**src/rtl/hazard_scheduler_if.sv**
```systemverilog
// Pipeline-side bundle for hazard_scheduler: ID/EX/MEM hazard inputs and the stall/flush/forward controls.
// The slave modport is the scheduler's view; master is the pipeline's view.
interface hazard_scheduler_if;
  logic [4:0] RA1_2;
  logic [4:0] RA2_2;
  logic       use_ra1_2;
  logic       use_ra2_2;
  logic [4:0] WA_3;
  logic       RegWrite3;
  logic       MemRead3;
  logic [4:0] WA_4;
  logic       RegWrite4;
  logic       cond3;
  logic       Jump3;
  logic       hold_pc;
  logic       hold_if;
  logic       stall_flush;
  logic       stall_flush_IR3;
  logic       flush_if;
  logic [1:0] fwd_sel_a3;
  logic [1:0] fwd_sel_b3;
  logic [1:0] sched_state;

  modport master (
    output RA1_2, RA2_2, use_ra1_2, use_ra2_2, WA_3, RegWrite3, MemRead3,
           WA_4, RegWrite4, cond3, Jump3,
    input  hold_pc, hold_if, stall_flush, stall_flush_IR3, flush_if,
           fwd_sel_a3, fwd_sel_b3, sched_state
  );

  modport slave (
    input  RA1_2, RA2_2, use_ra1_2, use_ra2_2, WA_3, RegWrite3, MemRead3,
           WA_4, RegWrite4, cond3, Jump3,
    output hold_pc, hold_if, stall_flush, stall_flush_IR3, flush_if,
           fwd_sel_a3, fwd_sel_b3, sched_state
  );
endinterface

```
**src/rtl/hazard_scheduler.sv**
```systemverilog
// 5-stage pipeline hazard scheduler: load-use stalls, redirect flushes, registered EX forwarding selects.
// Optional HAZ_SCHED_PERF_CNT_EN adds saturating stall_cnt/flush_cnt outputs.
module hazard_scheduler #(
  parameter int FLUSH_CYCLES      = 2,
  parameter int LOAD_STALL_CYCLES = 1,
  parameter int R0_HARDWIRED      = 1
) (
  input  logic               clk,
  input  logic               rst,
  hazard_scheduler_if.slave  hs
`ifdef HAZ_SCHED_PERF_CNT_EN
  ,
  output logic [31:0]        stall_cnt,
  output logic [31:0]        flush_cnt
`endif
);

  localparam logic [1:0] ST_RUN    = 2'b00;
  localparam logic [1:0] ST_LSTALL = 2'b01;
  localparam logic [1:0] ST_FLUSH  = 2'b10;

  localparam logic [2:0] FLUSH_RELOAD = 3'(FLUSH_CYCLES - 1);
  localparam logic [2:0] LOAD_RELOAD  = 3'(LOAD_STALL_CYCLES - 1);

  logic [1:0] state_reg, state_next;
  logic [2:0] cnt_reg, cnt_next;
  logic       do_redir, do_stall;
  logic       stall_flush_c;
  logic       lu, redir;

  function automatic logic match(input logic [4:0] a, input logic use_a,
                                 input logic [4:0] wa, input logic we);
    return use_a & we & (a == wa) & !((R0_HARDWIRED != 0) && (wa == 5'd0));
  endfunction

  assign lu    = hs.MemRead3 &
                 (match(hs.RA1_2, hs.use_ra1_2, hs.WA_3, hs.RegWrite3) |
                  match(hs.RA2_2, hs.use_ra2_2, hs.WA_3, hs.RegWrite3));
  assign redir = hs.cond3 | hs.Jump3;

  // A redirect takes priority in every state; a pending load-use stall is simply dropped.
  always_comb begin
    do_redir   = 1'b0;
    do_stall   = 1'b0;
    state_next = state_reg;
    cnt_next   = cnt_reg;
    if (!rst) begin
      if (redir) begin
        do_redir = 1'b1;
        if (FLUSH_CYCLES > 1) begin
          state_next = ST_FLUSH;
          cnt_next   = FLUSH_RELOAD;
        end else begin
          state_next = ST_RUN;
          cnt_next   = 3'd0;
        end
      end else begin
        case (state_reg)
          ST_RUN: begin
            if (lu) begin
              do_stall = 1'b1;
              if (LOAD_STALL_CYCLES > 1) begin
                state_next = ST_LSTALL;
                cnt_next   = LOAD_RELOAD;
              end
            end
          end
          ST_LSTALL, ST_FLUSH: begin
            do_stall = (state_reg == ST_LSTALL);
            do_redir = (state_reg == ST_FLUSH);
            if (cnt_reg <= 3'd1) begin
              state_next = ST_RUN;
              cnt_next   = 3'd0;
            end else begin
              cnt_next = cnt_reg - 3'd1;
            end
          end
          default: begin
            state_next = ST_RUN;
            cnt_next   = 3'd0;
          end
        endcase
      end
    end
  end

  assign stall_flush_c      = rst | do_redir | do_stall;
  assign hs.stall_flush     = stall_flush_c;
  assign hs.stall_flush_IR3 = stall_flush_c;
  assign hs.flush_if        = do_redir;
  assign hs.hold_pc         = do_stall;
  assign hs.hold_if         = do_stall;
  assign hs.sched_state     = state_reg;

  always_ff @(posedge clk) begin
    if (rst) begin
      state_reg <= ST_RUN;
      cnt_reg   <= 3'd0;
    end else begin
      state_reg <= state_next;
      cnt_reg   <= cnt_next;
    end
  end

  logic [1:0][4:0] src_addr;
  logic [1:0]      src_use;
  assign src_addr = {hs.RA2_2, hs.RA1_2};
  assign src_use  = {hs.use_ra2_2, hs.use_ra1_2};

  // Stage 3 holds the newest value, but a load there has no data yet, so it never forwards.
  for (genvar gi = 0; gi < 2; gi++) begin : g_fwd
    logic [1:0] sel_reg;
    always_ff @(posedge clk) begin
      if (rst || stall_flush_c)
        sel_reg <= 2'b00;
      else if (match(src_addr[gi], src_use[gi], hs.WA_3, hs.RegWrite3) && !hs.MemRead3)
        sel_reg <= 2'b01;
      else if (match(src_addr[gi], src_use[gi], hs.WA_4, hs.RegWrite4))
        sel_reg <= 2'b10;
      else
        sel_reg <= 2'b00;
    end
  end

  assign hs.fwd_sel_a3 = g_fwd[0].sel_reg;
  assign hs.fwd_sel_b3 = g_fwd[1].sel_reg;

`ifdef HAZ_SCHED_PERF_CNT_EN
  logic [31:0] stall_cnt_reg, flush_cnt_reg;

  always_ff @(posedge clk) begin
    if (rst) begin
      stall_cnt_reg <= 32'd0;
      flush_cnt_reg <= 32'd0;
    end else begin
      if (do_stall && stall_cnt_reg != 32'hFFFF_FFFF)
        stall_cnt_reg <= stall_cnt_reg + 32'd1;
      if (do_redir && flush_cnt_reg != 32'hFFFF_FFFF)
        flush_cnt_reg <= flush_cnt_reg + 32'd1;
    end
  end

  assign stall_cnt = stall_cnt_reg;
  assign flush_cnt = flush_cnt_reg;
`endif

endmodule

```
**src/flat_wrapper.sv**
```systemverilog
// flat-port wrapper written by rule: the top's interface ports become plain ports
module hazard_scheduler_flat 
#(
  parameter int FLUSH_CYCLES      = 2,
  parameter int LOAD_STALL_CYCLES = 1,
  parameter int R0_HARDWIRED      = 1
)
  (clk, rst, hs_RA1_2, hs_RA2_2, hs_use_ra1_2, hs_use_ra2_2, hs_WA_3, hs_RegWrite3, hs_MemRead3, hs_WA_4, hs_RegWrite4, hs_cond3, hs_Jump3, hs_hold_pc, hs_hold_if, hs_stall_flush, hs_stall_flush_IR3, hs_flush_if, hs_fwd_sel_a3, hs_fwd_sel_b3, hs_sched_state);
  hazard_scheduler_if hs_i ();
  input  logic clk;
  input  logic rst;
  input wire logic [$bits(hs_i.RA1_2)-1:0] hs_RA1_2;
  input wire logic [$bits(hs_i.RA2_2)-1:0] hs_RA2_2;
  input wire logic [$bits(hs_i.use_ra1_2)-1:0] hs_use_ra1_2;
  input wire logic [$bits(hs_i.use_ra2_2)-1:0] hs_use_ra2_2;
  input wire logic [$bits(hs_i.WA_3)-1:0] hs_WA_3;
  input wire logic [$bits(hs_i.RegWrite3)-1:0] hs_RegWrite3;
  input wire logic [$bits(hs_i.MemRead3)-1:0] hs_MemRead3;
  input wire logic [$bits(hs_i.WA_4)-1:0] hs_WA_4;
  input wire logic [$bits(hs_i.RegWrite4)-1:0] hs_RegWrite4;
  input wire logic [$bits(hs_i.cond3)-1:0] hs_cond3;
  input wire logic [$bits(hs_i.Jump3)-1:0] hs_Jump3;
  output wire logic [$bits(hs_i.hold_pc)-1:0] hs_hold_pc;
  output wire logic [$bits(hs_i.hold_if)-1:0] hs_hold_if;
  output wire logic [$bits(hs_i.stall_flush)-1:0] hs_stall_flush;
  output wire logic [$bits(hs_i.stall_flush_IR3)-1:0] hs_stall_flush_IR3;
  output wire logic [$bits(hs_i.flush_if)-1:0] hs_flush_if;
  output wire logic [$bits(hs_i.fwd_sel_a3)-1:0] hs_fwd_sel_a3;
  output wire logic [$bits(hs_i.fwd_sel_b3)-1:0] hs_fwd_sel_b3;
  output wire logic [$bits(hs_i.sched_state)-1:0] hs_sched_state;
  assign hs_i.RA1_2 = hs_RA1_2;
  assign hs_i.RA2_2 = hs_RA2_2;
  assign hs_i.use_ra1_2 = hs_use_ra1_2;
  assign hs_i.use_ra2_2 = hs_use_ra2_2;
  assign hs_i.WA_3 = hs_WA_3;
  assign hs_i.RegWrite3 = hs_RegWrite3;
  assign hs_i.MemRead3 = hs_MemRead3;
  assign hs_i.WA_4 = hs_WA_4;
  assign hs_i.RegWrite4 = hs_RegWrite4;
  assign hs_i.cond3 = hs_cond3;
  assign hs_i.Jump3 = hs_Jump3;
  assign hs_hold_pc = hs_i.hold_pc;
  assign hs_hold_if = hs_i.hold_if;
  assign hs_stall_flush = hs_i.stall_flush;
  assign hs_stall_flush_IR3 = hs_i.stall_flush_IR3;
  assign hs_flush_if = hs_i.flush_if;
  assign hs_fwd_sel_a3 = hs_i.fwd_sel_a3;
  assign hs_fwd_sel_b3 = hs_i.fwd_sel_b3;
  assign hs_sched_state = hs_i.sched_state;
  hazard_scheduler #(.FLUSH_CYCLES(FLUSH_CYCLES), .LOAD_STALL_CYCLES(LOAD_STALL_CYCLES), .R0_HARDWIRED(R0_HARDWIRED)) u_core (.clk(clk), .rst(rst), .hs(hs_i));
endmodule
```
**config.mk**
```make
export PLATFORM = sky130hd
export DESIGN_NAME = hazard_scheduler_flat
export DESIGN_NICKNAME = d
export VERILOG_FILES = /design/src/rtl/hazard_scheduler_if.sv /design/src/rtl/hazard_scheduler.sv /design/src/flat_wrapper.sv
export SDC_FILE = /design/constraint.sdc
export NUM_CORES = 1
export LEC_CHECK = 0
export BUFFER_PORTS_ARGS = -buffer_cell sky130_fd_sc_hd__buf_2
export CORE_AREA = 8 8 51 53
export DETAILED_ROUTE_END_ITERATION = 16
export DIE_AREA = 0 0 59 61
export GPL_ROUTABILITY_DRIVEN = 0
export PLACE_DENSITY = 0.81
export SYNTH_ARGS = -nofsm -noshare
export SYNTH_HDL_FRONTEND = slang
export SYNTH_SLANG_ARGS = --single-unit
export TNS_END_PERCENT = 1
```
**constraint.sdc**
```tcl
create_clock -name clk -period 1.9 [get_ports clk]
set_input_delay 0.38 -clock clk [delete_from_list [all_inputs] [get_ports clk]]
set_output_delay 0.38 -clock clk [all_outputs]
set_load 0.1 [all_outputs]
```
==> results.md, run 1 <==
* Crit path max fanout at 3
* First-pass GRT wire length at between 3000 and 4000 µm
* WP depth at 7
* Critical Path End: hs_stall_flush
* Cells after synthesis at 76
* Length of routed met2 wiring at approximately 1100 µm
* Achievable Freq at 0.455 GHz
* Initial Util at between 30% and 40%
* R2r setup slk at 570 ps
* DRT Wirelength at between 2000 and 2500 µm
* Setup ws final at -297 ps
* Status: finished, violations left
* Die ar. at roughly 3600 µm²
* Gr ovfl total at 0
* CP Launch Point: hs_WA_3[0]
* Nets at about 170
* Clock Skew at roughly 0.64 ps
* Fillers at approximately 180
* Mapped Nets at ~110
* RSZ-0062 raised after global routing: yes
* CTS root buf: clkbuf_4
* Critical Path Start Type: input port
* Clk sink count at 8
* Uppermost routed layer: met4
* VDD IR-drop max at a little over 0.2 mV
* Pwr dens at 443 nW/µm²
* Final min period at between 2000 and 2500 ps
* Vias in the first global route at around 850
* Syn Area/Cell at slightly below 9 µm²
* Synth unique cells at 28
* Routed vias/inst at ~4.8
* Worst Path Required at approximately 1500 ps
* Diode count at 0
* GR Util All Layers at 12.0%
* Port bufs at 38
* Vias at about 760
* Met3 wire length at 169 µm
* Yosys reg bits at 8
* R2R Path End: u_core.cnt_reg[0]
* Clk Latency, worst-skew pair at 250 ps
* Final slew viol count at 0
* Drt pass-1 iters at 4
* Initial antenna violation count at 0
* Mapped cell area at 663 µm²
* Warnings, synthesis at 0
* Fin. Hold Viols at 0
* Largest net degree at the start of global routing at 9
* DRT met1 WL at slightly above 800 µm
* Arrival @ worst endpoint at about 1800 ps
* Final core utilization at 61.5%
* Clock Path Buffers at 2
* Max Cap Viol at 0
* Reg clk slew, reported paths at 50 ps
* Height of the die at roughly 61 µm
* Kind of critical path: input port to primary output
* Final Cycle Share at 116%
* CP Capture Type: primary output
* R2R Path Start: u_core.cnt_reg[1]
* Failing checks: negative setup slack
* CP max-delay cell: or4_4
* CP Cell Sequence: buf_6 > or4_4 > o21ai_4 > nand4b_1 > nand2_2 > a21o_4 > buf_12
* CP peak stage delay at ~530 ps
* DRT iter0 DRCs at 14
* Area growth, synth to finish at 70.9%
* R2R depth at 6
* Top Family by Delay on Critical Path: simple AND/OR/NAND/NOR gates
* Hold Buf Count CTS at 0
* Total power at a little over 500 µW
* Final setup fails at 4
* Leakage at approximately 0.00051 µW
* CTS tree: built
* CTS buffer count at 3
* Share of the synthesized area in the top cell type at 24.2%
* Remaining DRCs at 0
* Buf/Inv on CP at 2
* Layout cell share with drive strength beyond 1 at a little under three fifths
* Core area at about 1800 µm²
* Ports at 40
* Row count at 16
* Routed WL per cell at 13.3 µm
* Die width at about 59 µm
* Hold Path Class: input port to flop
* Cell accounting for the most synthesized area: dfxtp_1
* DP HPWL at 1860 µm
* Detail Route Antenna Nets at 0
* Max reg flops at 3
* H-tree levels at 1
* Synth area leaders: dfxtp_1 24%, xor2_1 21%, xnor2_1 6.6%
* Sequential area share after synthesis at 24.2%
## worst register-to-register path, delay by kind of cell (launching register included)
kind                       cells  cell delay (ps)
AOI/OAI and AO/OA              3              410
DFF                            1              310
muxes                          1              290
adders and majority gates      1              180
buffers and inverters          1               70
## cell usage after synthesis (all sizes together)
cell / number
ha: 2
mux2: 1
o211ai: 1
o22ai: 1
a21o: 1
nand2: 2
nor3: 3
xor2: 16
nand3: 4
xnor2: 5
conb: 1
inv: 2
nor4: 4
a21oi: 3
nor2b: 1
or4: 2
nor2: 6
buf: 3
dfxtp: 8
o21ai: 3
a2111oi: 2
nand4b: 2
or2: 1
and3: 1
or3: 1
## routing by layer
layer / GRT usage [%] / vias to the layer above
met1: 11.8 / 338
met4: 6.14 / 0
met5: 0 / -
met3: 3.60 / 2
li1: - / 383
met2: 22.4 / 39
## worst min path at each step
stage	cells past startpoint	slack (ps)	to	from
final	3	400	u_core.hs.sched_state[1]	rst
after CTS	3	380	u_core.hs.sched_state[1]	rst
after global routing	3	400	u_core.hs.sched_state[1]	rst
after floorplan	1	440	u_core.hs.sched_state[1]	rst
after global placement	2	540	u_core.cnt_reg[2]	u_core.cnt_reg[2]
after detailed placement	2	540	u_core.cnt_reg[2]	u_core.cnt_reg[2]
## power breakdown
part           internal [µW]  switching, µW  total, µW
Clock                   71.9           52.8        125
Combinational           87.1            115        202
Sequential               172           3.86        176
## metrics by stage
step	setup TNS (ps)	hold WS [ps]	std cells	setup slack [ps]	instance area, µm²
after floorplan	-861	442	76	-308	696
after global placement	-1180	540	155	-358	1040
after detailed placement	-1410	542	155	-405	1040
after CTS	-1030	385	159	-271	1120
after global routing	-1370	397	160	-358	1130
final	-1130	401	160	-297	1130
## cell families (layout without fill, tap and decap cells)
family	after synthesis	in the layout	share of synthesized area [%]
AOI/OAI and AO/OA	11	11	14.0
DFF	8	8	24.2
buffers and inverters	5	62	4.53
xor gates and xnor gates	21	21	27.7
other	1	1	0.565
and+or+nand+nor	27	27	23.6
adders and majority gates	2	2	3.77
muxes	1	1	1.70
## placed cells by master, fill, tap and decap left out, drive strengths merged
cell type	count
conb	1
ha	2
xnor2	5
nand4b	2
o21ai	3
nor4	4
mux2	1
a21o	1
dfxtp	8
or2	1
nor3	3
a2111oi	2
o22ai	1
o211ai	1
buf	57
or4	2
inv	2
nand2	2
xor2	16
a21oi	3
clkbuf	3
nor2	6
and3	1
nand3	4
nor2b	1
or3	1
## timing repair
action / 4_1_cts / 5_1_grt
pin swaps: 1 / 0
setup buffers: 1 / 1
endpoints found under the setup margin: 4 / 4
gates resized for setup: 11 / 2
## final cells by class
| class | instances | area, µm² | share of cell area (%) |
|---|---|---|---|
| well taps | 27 | 33.8 | 2.98 |
| inverters | 2 | 7.51 | 0.662 |
| multi-input cells | 63 | 503 | 44.4 |
| clock buffers | 3 | 22.5 | 1.99 |
| flip-flops and latches | 8 | 161 | 14.2 |
| repair buffers | 57 | 405 | 35.8 |
(Power assumes the default switching activity.)
==> inputs of run 2 (changes only) <==
==> constraint.sdc (replaced) <==
create_clock -name clk -period 1.9 [get_ports clk]
set_input_delay 0.38 -clock clk [delete_from_list [all_inputs] [get_ports clk]]
set_output_delay 0.38 -clock clk [all_outputs]
set_load 0.05 [all_outputs]
==> results.md, run 2 (synthesis results as in run 1) <==
* Nets at 166 (unchanged)
* Largest net degree at the start of global routing at 9 (unchanged)
* Initial Util at 36.0% (unchanged)
* GR Util All Layers at 11.7% (-0.30 points)
* CP max-delay cell: or4_4
* Commonest non-fill, non-tap cell in the layout: buf_2
* Area growth, synth to finish at 61.9%
* Critical Path Start Type: input port
* H-tree levels at 1 (unchanged)
* Core area at 1840 µm² (unchanged)
* Failing checks: negative setup slack
* CTS buffer count at 3 (unchanged)
* Commonest cells after routing, fill and taps aside: 34 x buf_2, 19 x buf_4, 16 x xor2_1, 8 x dfxtp_1, 5 x xnor2_1
* Ports at 40 (unchanged)
* VDD IR-drop max at 0.187 mV (-9.5%)
* Reg clk slew, reported paths at 40 ps (about the same)
* Achievable Freq at 0.466 GHz (+2.3%)
* Hold Buf Count CTS at 0 (unchanged)
* RSZ-0062 raised after global routing: yes
* CP Cell Sequence: buf_2 > or4_4 > o21ai_4 > nand4b_1 > nand2_1 > a21o_4 > buf_6
* Final Cycle Share at 113% (-2.6 points)
* Layout cell share with drive strength beyond 1 at 53.4% (-3.0 points)
* Fin. Hold Viols at 0 (unchanged)
* CTS root buf: clkbuf_4
* Hold Path Class: input port to flop
* Finished Layout Cells at 160 (unchanged)
* Initial antenna violation count at 0 (unchanged)
* Final setup fails at 4 (unchanged)
* Die ar. at 3600 µm² (unchanged)
* DRT Wirelength at 2040 µm (-4.5%)
* Status: finished, violations left
* Final core utilization at 58.3% (-3.3 points)
* Pwr dens at 441 nW/µm² (-0.54%)
* CP Capture Type: primary output
* CTS tree: built
* Arrival @ worst endpoint at 1770 ps (-50 ps)
* Hold depth at 2 (-1)
* Final slew viol count at 0 (unchanged)
* Detail Route Antenna Nets at 0 (unchanged)
* Routed vias/inst at 4.76 (-0.13%)
* Vias in the first global route at 858 (+1.5%)
* Diode count at 0 (unchanged)
* Kind of critical path: input port to primary output
* Drt pass-1 iters at 4 (unchanged)
* Routed WL per cell at 12.7 µm (-4.5%)
* First-pass GRT wire length at 3320 µm (-0.63%)
* R2R Path End: u_core.cnt_reg[0]
* Max Cap Viol at 0 (unchanged)
* R2R Path Start: u_core.cnt_reg[1]
* Row count at 16 (unchanged)
* Clock Skew at 6.93 ps (+6.29 ps)
* R2R depth at 6 (unchanged)
* Worst Path Required at 1520 ps (about the same)
* Crit path max fanout at 3 (unchanged)
* Hold Crit Start: hs_MemRead3
* Remaining DRCs at 0 (unchanged)
* DRT iter0 DRCs at 8 (-6)
* DP Cell Count at 156 (+0.65%)
* Clk Latency, worst-skew pair at 250 ps (about the same)
* Clk sink count at 8 (unchanged)
* Setup ws final at -247 ps (+50.0 ps)
* Vias at 761 (-0.13%)
* Port bufs at 38 (unchanged)
* Leakage at 0.000492 µW (-3.3%)
* R2r setup slk at 530 ps (-40 ps)
* DP HPWL at 1830 µm (-1.4%)
* Worst Hold End: u_core.hs.fwd_sel_b3[0]
* Gr ovfl total at 0 (unchanged)
* Die width at 59 µm (unchanged)
* Final min period at 2150 ps (-49.9 ps)
* Max reg flops at 3 (unchanged)
* Clock Path Buffers at 2 (unchanged)
* Height of the die at 61 µm (unchanged)
* CP peak stage delay at 540 ps (about the same)
==> run 2: cell count changes in the layout (fill, tap and decap cells not counted) <==
| cell | change |
|---|---|
| nand2_2 | -1 |
| buf_6 | +2 |
| nor4_2 | -1 |
| nor2_1 | +1 |
| nand2_1 | +1 |
| buf_2 | +2 |
| dfxtp_1 | +1 |
| buf_12 | -4 |
| dfxtp_2 | -1 |
| nor4_1 | +1 |
| nor2_2 | -1 |
==> run 2: critical path, delay by kind of cell <==
family                 cells  cell delay, ps
AND/OR/NAND/NOR            3             770
AO/OA/AOI/OAI              2             360
buffers and inverters      2             250
==> run 2: area by class of cell <==
type | instances | area [µm²]
fillers | 189 | 768
multi-input cells | 63 | 492
repair buffers | 57 | 358
flip-flops and latches | 8 | 160
well taps | 27 | 33.8
clock buffers | 3 | 22.5
inverters | 2 | 7.51
==> run 2: worst max-delay path by stage <==
stage	from	to	cells past startpoint
detailed placement	hs_WA_3[0]	hs_stall_flush	7
global placement	hs_WA_3[0]	hs_hold_if	8
CTS	hs_WA_3[0]	hs_stall_flush_IR3	7
global route	hs_WA_3[0]	hs_stall_flush_IR3	7
finish	hs_WA_3[0]	hs_stall_flush_IR3	7
floorplan	hs_WA_3[0]	hs_stall_flush_IR3	6
==> run 2: report_power, final <==
part | switching (µW) | internal (µW)
logic | 90.9 | 82.2
clock network | 52.8 | 71.9
registers | 3.93 | 172
==> run 2: what timing repair did <==
| action | in CTS | in global routing |
|---|---|---|
| endpoints found under the setup margin | 4 | 4 |
| cloned | 0 | 0 |
| buffers inserted | 1 | 0 |
| pin swaps | 0 | 0 |
| resized for setup | 9 | 0 |
==> run 2: through the flow <==
step                      power (µW)  setup slack [ps]  instance area (µm²)  TNS (ps)  hold slack (ps)
after floorplan                  260              -217                  683      -488              449
after global placement           339              -273                 1010     -1080              542
after detailed placement         348              -305                 1010     -1220              562
after CTS                        479              -254                 1070      -969              394
after global routing             504              -329                 1070     -1290              414
final                            473              -247                 1070      -937              407
==> run 2: routing by layer <==
layer,GRT usage (%),up-vias,part of all wire [%]
met2,21.2,37,49
met5,0,-,0
met4,6.48,0,2.6
met1,11.9,340,40
li1,-,379,-
met3,3.39,5,8.3
